$ cat src/rtl/blink_code_scheduler_pkg.sv
// Shared types and helpers for the blink-code scheduler: FSM state encoding,
// 32-bit unsigned alias and the round-robin pointer advance.
package blink_code_scheduler_pkg;

  typedef int unsigned u32;

  typedef enum logic [1:0] {
    IDLE = 2'd0,
    ON   = 2'd1,
    OFF  = 2'd2,
    GAP  = 2'd3
  } blink_state_t;

  // Pointer for the next arbitration round: one past the last winner, wrapping.
  function automatic u32 next_rr(input u32 winner, input u32 num_req);
    return (winner + 1) % num_req;
  endfunction

  function automatic u32 max3(input u32 a, input u32 b, input u32 c);
    u32 m;
    m = (a > b) ? a : b;
    return (m > c) ? m : c;
  endfunction

endpackage

$ cat src/rtl/blink_code_scheduler_rr_arbiter.sv
// Combinational round-robin arbiter: grants the lowest-index requester at or
// above i_ptr, wrapping around to index 0.
module rr_arbiter
  import blink_code_scheduler_pkg::*;
#(
  parameter int unsigned NUM_REQ = 4,
  localparam int unsigned PTR_W  = (NUM_REQ > 1) ? $clog2(NUM_REQ) : 1
) (
  input  logic [NUM_REQ-1:0] i_req,
  input  logic [PTR_W-1:0]   i_ptr,
  output logic [NUM_REQ-1:0] o_grant,
  output logic               o_valid
);

  logic [PTR_W-1:0] idx;

  // Scan requesters in priority order starting at the pointer; first hit wins.
  always_comb begin
    o_grant = '0;
    o_valid = 1'b0;
    idx     = '0;
    for (int unsigned i = 0; i < NUM_REQ; i++) begin
      idx = PTR_W'((u32'(i_ptr) + i) % NUM_REQ);
      if (!o_valid && i_req[idx]) begin
        o_grant[idx] = 1'b1;
        o_valid      = 1'b1;
      end
    end
  end

endmodule

$ cat src/rtl/blink_code_scheduler.sv
// Blink-code scheduler: arbitrates status requesters onto one LED and emits
// the winner's code as N on-pulses separated by off-periods, then a gap.
module blink_code_scheduler
  import blink_code_scheduler_pkg::*;
#(
  parameter int unsigned NUM_REQ   = 4,
  parameter int unsigned CNT_W     = 4,
  parameter int unsigned TICK_DIV  = 1_200_000,
  parameter int unsigned ON_TICKS  = 2,
  parameter int unsigned OFF_TICKS = 3,
  parameter int unsigned GAP_TICKS = 10
) (
  input  logic                     clk,
  input  logic                     rst_n,
  input  logic [NUM_REQ-1:0]       i_req,
  input  logic [NUM_REQ*CNT_W-1:0] i_count,
  input  logic                     i_abort,
  output logic [NUM_REQ-1:0]       o_grant,
  output logic                     o_busy,
  output logic                     o_done,
  output logic                     o_led
);

  localparam u32 PTR_W     = (NUM_REQ > 1) ? $clog2(NUM_REQ) : 1;
  localparam u32 MAX_TICKS = max3(ON_TICKS, OFF_TICKS, GAP_TICKS);
  localparam u32 TK_W      = $clog2(MAX_TICKS + 1);
  localparam u32 PS_W      = $clog2(TICK_DIV);

  localparam logic [PS_W-1:0] PS_LAST = PS_W'(TICK_DIV - 1);
  localparam logic [TK_W-1:0] ON_T    = TK_W'(ON_TICKS);
  localparam logic [TK_W-1:0] OFF_T   = TK_W'(OFF_TICKS);
  localparam logic [TK_W-1:0] GAP_T   = TK_W'(GAP_TICKS);

  blink_state_t       state_q;
  logic [NUM_REQ-1:0] grant_q;
  logic               busy_q;
  logic               done_q;
  logic               led_q;
  logic [PTR_W-1:0]   ptr_q;
  logic [PTR_W-1:0]   win_q;
  logic [CNT_W-1:0]   pulses_q;
  logic [PS_W-1:0]    presc_q;
  logic [TK_W-1:0]    ticks_q;

  logic [NUM_REQ-1:0] elig;
  logic [NUM_REQ-1:0] arb_grant;
  logic               arb_valid;
  logic [PTR_W-1:0]   win_idx_d;
  logic [CNT_W-1:0]   win_cnt_d;
  logic [CNT_W-1:0]   pulses_d;
  logic               tick;
  logic               phase_end;

  // Only requesters with a non-zero pulse count are allowed into arbitration.
  always_comb begin
    elig = '0;
    for (int unsigned k = 0; k < NUM_REQ; k++) begin
      elig[k] = i_req[k] && (i_count[k*CNT_W +: CNT_W] != '0);
    end
  end

  rr_arbiter #(
    .NUM_REQ (NUM_REQ)
  ) u_arb (
    .i_req   (elig),
    .i_ptr   (ptr_q),
    .o_grant (arb_grant),
    .o_valid (arb_valid)
  );

  // Winner index/count decode, tick detection and pulse bookkeeping.
  always_comb begin
    win_idx_d = '0;
    win_cnt_d = '0;
    for (int unsigned k = 0; k < NUM_REQ; k++) begin
      if (arb_grant[k]) begin
        win_idx_d = PTR_W'(k);
        win_cnt_d = i_count[k*CNT_W +: CNT_W];
      end
    end
    tick      = (presc_q == PS_LAST);
    phase_end = tick && (ticks_q == TK_W'(1));
    pulses_d  = pulses_q - CNT_W'(1);
  end

  // Sequencer FSM with registered outputs; abort takes priority over phase ends.
  always_ff @(posedge clk) begin
    if (!rst_n) begin
      state_q  <= IDLE;
      grant_q  <= '0;
      busy_q   <= 1'b0;
      done_q   <= 1'b0;
      led_q    <= 1'b0;
      ptr_q    <= '0;
      win_q    <= '0;
      pulses_q <= '0;
      presc_q  <= '0;
      ticks_q  <= '0;
    end else begin
      done_q  <= 1'b0;
      presc_q <= tick ? '0 : presc_q + PS_W'(1);
      if (tick) ticks_q <= ticks_q - TK_W'(1);

      if (state_q != IDLE && i_abort) begin
        state_q <= IDLE;
        grant_q <= '0;
        busy_q  <= 1'b0;
        led_q   <= 1'b0;
        presc_q <= '0;
        ptr_q   <= PTR_W'(next_rr(u32'(win_q), NUM_REQ));
      end else begin
        unique case (state_q)
          IDLE: begin
            presc_q <= '0;
            if (arb_valid) begin
              state_q  <= ON;
              grant_q  <= arb_grant;
              win_q    <= win_idx_d;
              pulses_q <= win_cnt_d;
              ticks_q  <= ON_T;
              busy_q   <= 1'b1;
              led_q    <= 1'b1;
            end
          end
          ON: begin
            if (phase_end) begin
              presc_q  <= '0;
              pulses_q <= pulses_d;
              led_q    <= 1'b0;
              if (pulses_d != '0) begin
                state_q <= OFF;
                ticks_q <= OFF_T;
              end else begin
                state_q <= GAP;
                ticks_q <= GAP_T;
              end
            end
          end
          OFF: begin
            if (phase_end) begin
              presc_q <= '0;
              state_q <= ON;
              ticks_q <= ON_T;
              led_q   <= 1'b1;
            end
          end
          GAP: begin
            if (phase_end) begin
              presc_q <= '0;
              state_q <= IDLE;
              grant_q <= '0;
              busy_q  <= 1'b0;
              done_q  <= 1'b1;
              ptr_q   <= PTR_W'(next_rr(u32'(win_q), NUM_REQ));
            end
          end
          default: state_q <= IDLE;
        endcase
      end
    end
  end

  assign o_grant = grant_q;
  assign o_busy  = busy_q;
  assign o_done  = done_q;
  assign o_led   = led_q;

endmodule

$ cat config.mk
export PLATFORM = sky130hd
export DESIGN_NAME = blink_code_scheduler
export DESIGN_NICKNAME = d
export VERILOG_FILES = /design/src/rtl/blink_code_scheduler_pkg.sv /design/src/rtl/blink_code_scheduler_rr_arbiter.sv /design/src/rtl/blink_code_scheduler.sv
export SDC_FILE = /design/constraint.sdc
export NUM_CORES = 1
export LEC_CHECK = 0
export CAP_MARGIN = 20
export CORE_ASPECT_RATIO = 1.5
export CORE_UTILIZATION = 45
export CTS_CLUSTER_DIAMETER = 60
export CTS_CLUSTER_SIZE = 40
export DETAILED_ROUTE_END_ITERATION = 10
export GPL_TIMING_DRIVEN = 0
export PLACE_DENSITY = 0.79
export RECOVER_POWER = 100
export SLEW_MARGIN = 10
export SYNTH_ARGS = -nofsm -noshare
export SYNTH_HDL_FRONTEND = slang
export SYNTH_SLANG_ARGS = --single-unit
$ cat constraint.sdc
create_clock -name clk -period 4.9 [get_ports clk]
set_input_delay 0.49 -clock clk [delete_from_list [all_inputs] [get_ports clk]]
set_output_delay 0.49 -clock clk [all_outputs]
set_load 0.005 [all_outputs]
==> out/metrics.yaml, run 1 <==
sta:
  finalSetupTns_ns: 0
  rsz0062_at_grt: "no"
  finalClockSkew_ns: 0.00945
  finalHoldViolations: 0
  tightest_slew_ns: 0.862
  fin_crit_sh_pct: 72.3
  post-route-min-period_ns: 3.54
  slew-limit-headroom_pct: 41.8
  setup_viol: 0
  max_freq_mhz: 282
  drv_slew: 0
route:
  drc_errors: 1
  first_iter_violations: 149
  dr.pass1.iters: 7
  wl_per_cell_um: 14.3
  viasPerCell: 5.81
  routed_wl_mm: 5.84
  via_count: 2372
  ant_nets: 0
cts:
  cts_buffers: 5
  cts-root-buf: "clkbuf_8"
  cts_max_path_buffers: 2
  cts_hold_buf: 0
  tritoncts: "done"
  clkSlewWorstSetupHoldPaths_ns: 0.08
  cts_sinks: 42
  post-cts-setup-buffers: 0
  clock_latency_ns: 0.29
  htreeDepth: 2
  cts_resized: 0
cells_and_area:
  nets: 373
  insertedDiodeCount: 0
  area_delta_synth_final_pct: 17.9
  fill_cells: 493
  drive_above_1_share_pct: 3.85
  post-route-util_pct: 54.8
critical_path:
  reg2reg_slack_ns: 1.81
  critPathCaptureType: "flop"
  critPathLaunchType: "input port"
  crit_type: "in -> reg"
  reg2regPathDepth: 8
  max_stage_delay_ns: 0.83
  required_ns: 5.07
  worst_path_max_delay_cell: "o41ai_1"
  arrival_ns: 3.71
  path_cells: "dlygate4sd3_1 -> o41ai_1 -> mux4_2 -> nand2b_1 -> a31oi_1 -> or2_1 -> clkbuf_1 -> a2111oi_0 -> o31ai_1"
  worstReg2RegStart: "ptr_q[0]$_SDFFE_PN0P_"
  cp_max_fo: 8
  timing.rr.end: "pulses_q[2]$_SDFFE_PN0P_"
grt:
  grt_pass1_wl_mm: 10.2
  first_global_vias: 2408
  antenna_found_initial: 0
  grt_start_max_net_pins: 14
  grt_use_total_pct: 21.5
  overflow: 0
power:
  p_comb_share_pct: 25.5
  power.switching_mw: 0.249
  leakagePower_nw: 1.09
  internal-power_mw: 0.553
  p_sw_share_pct: 31.1
  clockPowerShare_pct: 27.3
  powerDensity_nw_per_um2: 270
  seq_power_share_pct: 47.2
  ir_drop_v: 0.000141
synth:
  synth-edff-count: 0
  synth_top_area_share_pct: 33.4
  synth_cell_type_count: 52
  yosys-top-cells-count: "dfxtp_1 (42), nor2_1 (38), nand2_1 (28), a21oi_1 (18), xor2_1 (16)"
  synth_seq_cells: 42
  async_flop_share_pct: 0
  netlist_area_um2: 2520
  ys_seq_area_share_pct: 33.4
  synth_top_area_cell: "dfxtp_1"
  synth_area_per_cell_um2: 8.36
  ys_warn_count: 0
  synth_ff_type: "dfxtp_1"
  netlist_instances: 301
  syn_nets: 337
  yosysMostFrequentCell: "dfxtp_1"
  netlist_top_cells_area: "dfxtp_1 (33%), ha_1 (6.5%), nor2_1 (5.7%)"
die:
  placementRows: 33
  initial_core_util_pct: 46.5
  fp.dieH_um: 93.6
  die_w_um: 63.1
  io_pins: 30
  core-area_um2: 5410
  die_area_um2: 5900
worst_hold_path:
  min_path_type: "reg -> reg"
  min_from: "presc_q[0]$_SDFF_PP0_"
  whs_path_depth: 1
  hold_end: "presc_q[0]$_SDFF_PP0_"
status:
  status: "complete, but fails checks"
  violations: "DRC"
flow_run:
  drv_cap: 0
place:
  gp_congestion: 0.826
  dp_hpwl_mm: 4.59
  place.port_buffers: 29
==> through the flow <==
stage / hold slack [ns] / cells / area, um^2 / total power [mW] / setup slack [ns]
after floorplan: 0.413 / 301 / 2520 / 0.524 / 2.34
after global routing: 0.467 / 408 / 2970 / 0.843 / 1.18
after detailed placement: 0.431 / 400 / 2890 / 0.595 / 1.39
after CTS: 0.442 / 408 / 2980 / 0.809 / 1.69
after global placement: 0.425 / 400 / 2890 / 0.589 / 1.42
final: 0.439 / 408 / 2970 / 0.802 / 1.36
==> worst max-delay path, delay by kind of cell <==
| family | cells | cell delay [ns] |
|---|---|---|
| simple gates | 2 | 0.36 |
| compound gates | 4 | 1.60 |
| mux | 1 | 0.48 |
| buf+inv | 2 | 0.79 |
==> registers in the layout, indices dropped and copies added, names as in the netlist <==
register	cells
state_q	2
o_busy	1
ptr_q	2
o_grant	4
o_done	1
presc_q	21
win_q	2
ticks_q	4
pulses_q	4
o_led	1
==> final cells by class <==
type                       instances  area [um^2]  share of cell area, %
timing repair buffer              29          290                   9.78
sequential                        42          841                   28.3
buffer                             7         26.3                  0.886
clock inverter                     2         13.8                  0.464
tap                               70         87.6                   2.95
clock buffer                       6         72.6                   2.45
multi-input combinational        242         1600                   53.9
inverter                          10         37.5                   1.27
==> routing by layer <==
metal  wire (um)  vias up  track usage (%)
met5           0        -                0
met4         161        0             9.88
met3         196       18             3.05
met2        3270       61             43.5
met1        2220     1119             20.7
li1            -     1174                -
==> power groups by stage <==
stage / logic, mW / clock network, mW / registers [mW]
2_1_floorplan: 0.141 / 0 / 0.383
3_3_place_gp: 0.202 / 0 / 0.387
3_5_place_dp: 0.208 / 0 / 0.387
4_1_cts: 0.209 / 0.221 / 0.379
5_1_grt: 0.228 / 0.233 / 0.382
6_report: 0.205 / 0.219 / 0.379
==> layout by cell type (no fill, tap or decap), drive strengths merged, types with 3 or more instances in the layout <==
| cell type | instances |
|---|---|
| and3 | 10 |
| mux4 | 3 |
| nand3 | 14 |
| nand2 | 28 |
| a221oi | 4 |
| xnor2 | 8 |
| a21o | 5 |
| nor3 | 6 |
| dfxtp | 42 |
| inv | 10 |
| and2 | 4 |
| nand2b | 4 |
| a31oi | 3 |
| nor4 | 5 |
| a21oi | 18 |
| o41a | 4 |
| clkbuf | 13 |
| xor2 | 16 |
| or3 | 3 |
| ha | 13 |
| clkdlybuf4s50 | 20 |
| o211a | 3 |
| o21ai | 13 |
| dlygate4sd3 | 9 |
| o211ai | 3 |
| o41ai | 5 |
| nor2 | 38 |
==> how the worst max path moves through the flow <==
stage                from                       end  cells past startpoint
2_1_floorplan  i_count[4]  pulses_q[2]$_SDFFE_PN0P_                      7
6_report       i_count[8]  pulses_q[2]$_SDFFE_PN0P_                      9
5_1_grt        i_count[8]  pulses_q[2]$_SDFFE_PN0P_                      9
3_3_place_gp   i_count[8]  pulses_q[2]$_SDFFE_PN0P_                      8
4_1_cts        i_count[8]  pulses_q[2]$_SDFFE_PN0P_                      8
3_5_place_dp   i_count[8]  pulses_q[2]$_SDFFE_PN0P_                      8
==> cells by family after synthesis <==
kind of cell,synth area share (%)
flip-flops,33.4
buffers and inverters,2.59
XOR/XNOR,8.35
adder cells (fa/ha/maj),6.46
multiplexers,2.69
AND/OR/NAND/NOR,24.2
AO/OA/AOI/OAI,22.3
(Power assumes the default switching activity.)
==> run 2, diff against run 1 <==
--- a/config.mk
+++ b/config.mk
@@ -12,7 +12,7 @@
 export CTS_CLUSTER_SIZE = 40
 export DETAILED_ROUTE_END_ITERATION = 10
 export GPL_TIMING_DRIVEN = 0
-export PLACE_DENSITY = 0.79
+export PLACE_DENSITY = 0.81
 export RECOVER_POWER = 100
 export SLEW_MARGIN = 10
 export SYNTH_ARGS = -nofsm -noshare
==> constraint.sdc (replaced) <==
create_clock -name clk -period 3.2 [get_ports clk]
set_input_delay 0.32 -clock clk [delete_from_list [all_inputs] [get_ports clk]]
set_output_delay 0.32 -clock clk [all_outputs]
set_load 0.005 [all_outputs]
==> run 2 against run 1 <==
Combinational power rose by 54%. Critical path depth fell by 1. Critical endpoint unchanged. Largest power group unchanged. The run still ends with DRC left. First-iteration DRC count fell by 30%. Cell count did not move. Non-clock buffer count did not move. Worst setup slack got worse by 1.2 ns. Global-route usage fell by 0.094 points. Die area did not move. Sequential power rose by 53%. Clock skew rose by 0.0012 ns.
==> out/metrics.yaml, run 2 (synthesized netlist as in run 1, its figures left out) <==
sta:
  slew-limit-headroom_pct: 46.0
  fin_crit_sh_pct: 95.3
  drv_slew: 0
  max_freq_mhz: 328
  post-route-min-period_ns: 3.05
  finalSetupTns_ns: 0
  setup_viol: 0
  finalHoldViolations: 0
  rsz0062_at_grt: "no"
  finalClockSkew_ns: 0.0107
  tightest_slew_ns: 0.800
  hold_ws_ns: 0.442
cells_and_area:
  largest_register_ffs: 21
  nets: 373
  insertedDiodeCount: 0
  stdcell_count: 408
  post-route-util_pct: 55.6
  final_cell_mix: "dfxtp_1 (42), nor2_1 (38), nand2_1 (28)"
  multi_input_area_um2: 1610
  fill_cells: 488
  register_area_um2: 841
  largest_register: "presc_q"
  final_common_cell: "dfxtp_1"
  drive_above_1_share_pct: 5.03
  area_delta_synth_final_pct: 19.5
critical_path:
  critical_path.top_delay_family: "compound AO/OA/AOI/OAI gates"
  arrival_ns: 3.23
  reg2regPathDepth: 8
  critPathLaunchType: "input port"
  max_stage_delay_ns: 0.79
  critPathCaptureType: "flop"
  cp_max_fo: 8
  reg2reg_slack_ns: 0.24
  cp-startpoint: "i_count[8]"
  worst_path_max_delay_cell: "o41ai_1"
  path_cells: "clkdlybuf4s50_1 -> o41ai_1 -> mux4_2 -> nand2b_1 -> a31oi_1 -> a221o_1 -> a2111oi_2 -> o31ai_1"
  crit_type: "in -> reg"
  worstReg2RegStart: "ptr_q[0]$_SDFFE_PN0P_"
  critPathCapture: "pulses_q[2]$_SDFFE_PN0P_"
  critPathBufInv: 1
  required_ns: 3.38
  path_depth: 8
  timing.rr.end: "pulses_q[2]$_SDFFE_PN0P_"
power:
  leakagePower_nw: 1.11
  power.switching_mw: 0.391
  power.total_mw: 1.32
  p_sw_share_pct: 29.6
  ir_drop_v: 0.000191
  internal-power_mw: 0.929
  clockPowerShare_pct: 32.1
  powerDensity_nw_per_um2: 439
  seq_power_share_pct: 44.0
  p_comb_share_pct: 23.9
place:
  place_inst: 400
  gp_congestion: 0.896
  dp_hpwl_mm: 4.64
  place.port_buffers: 29
grt:
  overflow: 0
  antenna_found_initial: 0
  grt_pass1_wl_mm: 10.1
  grt_use_total_pct: 21.4
  first_global_vias: 2410
  grt_start_max_net_pins: 15
route:
  viasPerCell: 5.88
  dr.pass1.iters: 7
  first_iter_violations: 105
  drc_errors: 1
  routed_wl_mm: 5.87
  wl_per_cell_um: 14.4
  via_count: 2399
  ant_nets: 0
cts:
  cts_hold_buf: 0
  cts_sinks: 42
  cts_max_path_buffers: 2
  tritoncts: "done"
  clkSlewWorstSetupHoldPaths_ns: 0.09
  cts-root-buf: "clkbuf_8"
  cts_buffers: 5
  clock_latency_ns: 0.30
  post-cts-setup-buffers: 0
  htreeDepth: 2
  cts_resized: 0
die:
  core-area_um2: 5410
  placementRows: 33
  die_area_um2: 5900
  die_w_um: 63.1
  initial_core_util_pct: 46.5
  io_pins: 30
  fp.dieH_um: 93.6
status:
  violations: "DRC"
  status: "complete, but fails checks"
flow_run:
  drv_cap: 0
worst_hold_path:
  min_path_type: "reg -> reg"
  min_from: "presc_q[0]$_SDFF_PP0_"
-- run 2: cell types whose count changed in the layout (fill, tap and decap cells not counted), sizes merged --
| cell | change |
|---|---|
| dlygate4sd3 | -1 |
| bufinv | +1 |
| buf | +1 |
| clkdlybuf4s50 | +1 |
| clkbuf | -2 |
| clkinv | -1 |
| inv | +1 |
-- run 2: worst min path at each step --
stage,to,depth (start not counted),slack (ns)
final,presc_q[0]$_SDFF_PP0_,1,0.44
after global routing,presc_q[0]$_SDFF_PP0_,1,0.47
after CTS,presc_q[0]$_SDFF_PP0_,1,0.44
after detailed placement,presc_q[0]$_SDFF_PP0_,1,0.43
after global placement,presc_q[0]$_SDFF_PP0_,1,0.42
after floorplan,presc_q[0]$_SDFF_PP0_,1,0.41
-- run 2: metrics by stage --
stage | setup WS, ns | area, um^2
4_1_cts | 0.207 | 3010
3_5_place_dp | -0.105 | 2890
2_1_floorplan | 0.718 | 2520
3_3_place_gp | -0.0688 | 2890
5_1_grt | 0.0711 | 3010
6_report | 0.150 | 3010
-- run 2: power groups by stage --
stage | clock (mW) | combinational (mW) | sequential (mW)
floorplan | 0 | 0.216 | 0.587
global placement | 0 | 0.308 | 0.592
detailed placement | 0 | 0.316 | 0.593
CTS | 0.428 | 0.317 | 0.581
global route | 0.452 | 0.353 | 0.586
finish | 0.424 | 0.316 | 0.581
-- run 2: layout make-up --
cell class	instances	share of cell area, %
multi-input combinational	242	53.6
sequential	42	28.0
timing repair buffer	29	9.65
tap	70	2.91
clock buffer	5	2.29
clock inverter	3	1.46
inverter	10	1.25
buffer	7	0.916
-- run 2: worst register-to-register path: cells and delay by family, from the launching register on --
family	cells	cell delay [ns]
flops	1	0.59
compound gates	4	1.18
simple gates	2	0.40
fa+ha+maj	1	0.41
buf+inv	1	0.24
-- run 2: metal layers --
metal / vias to the layer above / global-route usage, % / wire length [um]
li1: 1173 / - / -
met1: 1134 / 20.5 / 2210
met2: 73 / 42.1 / 3230
met3: 19 / 2.20 / 212
met4: 0 / 14.0 / 224
met5: - / 0 / 0
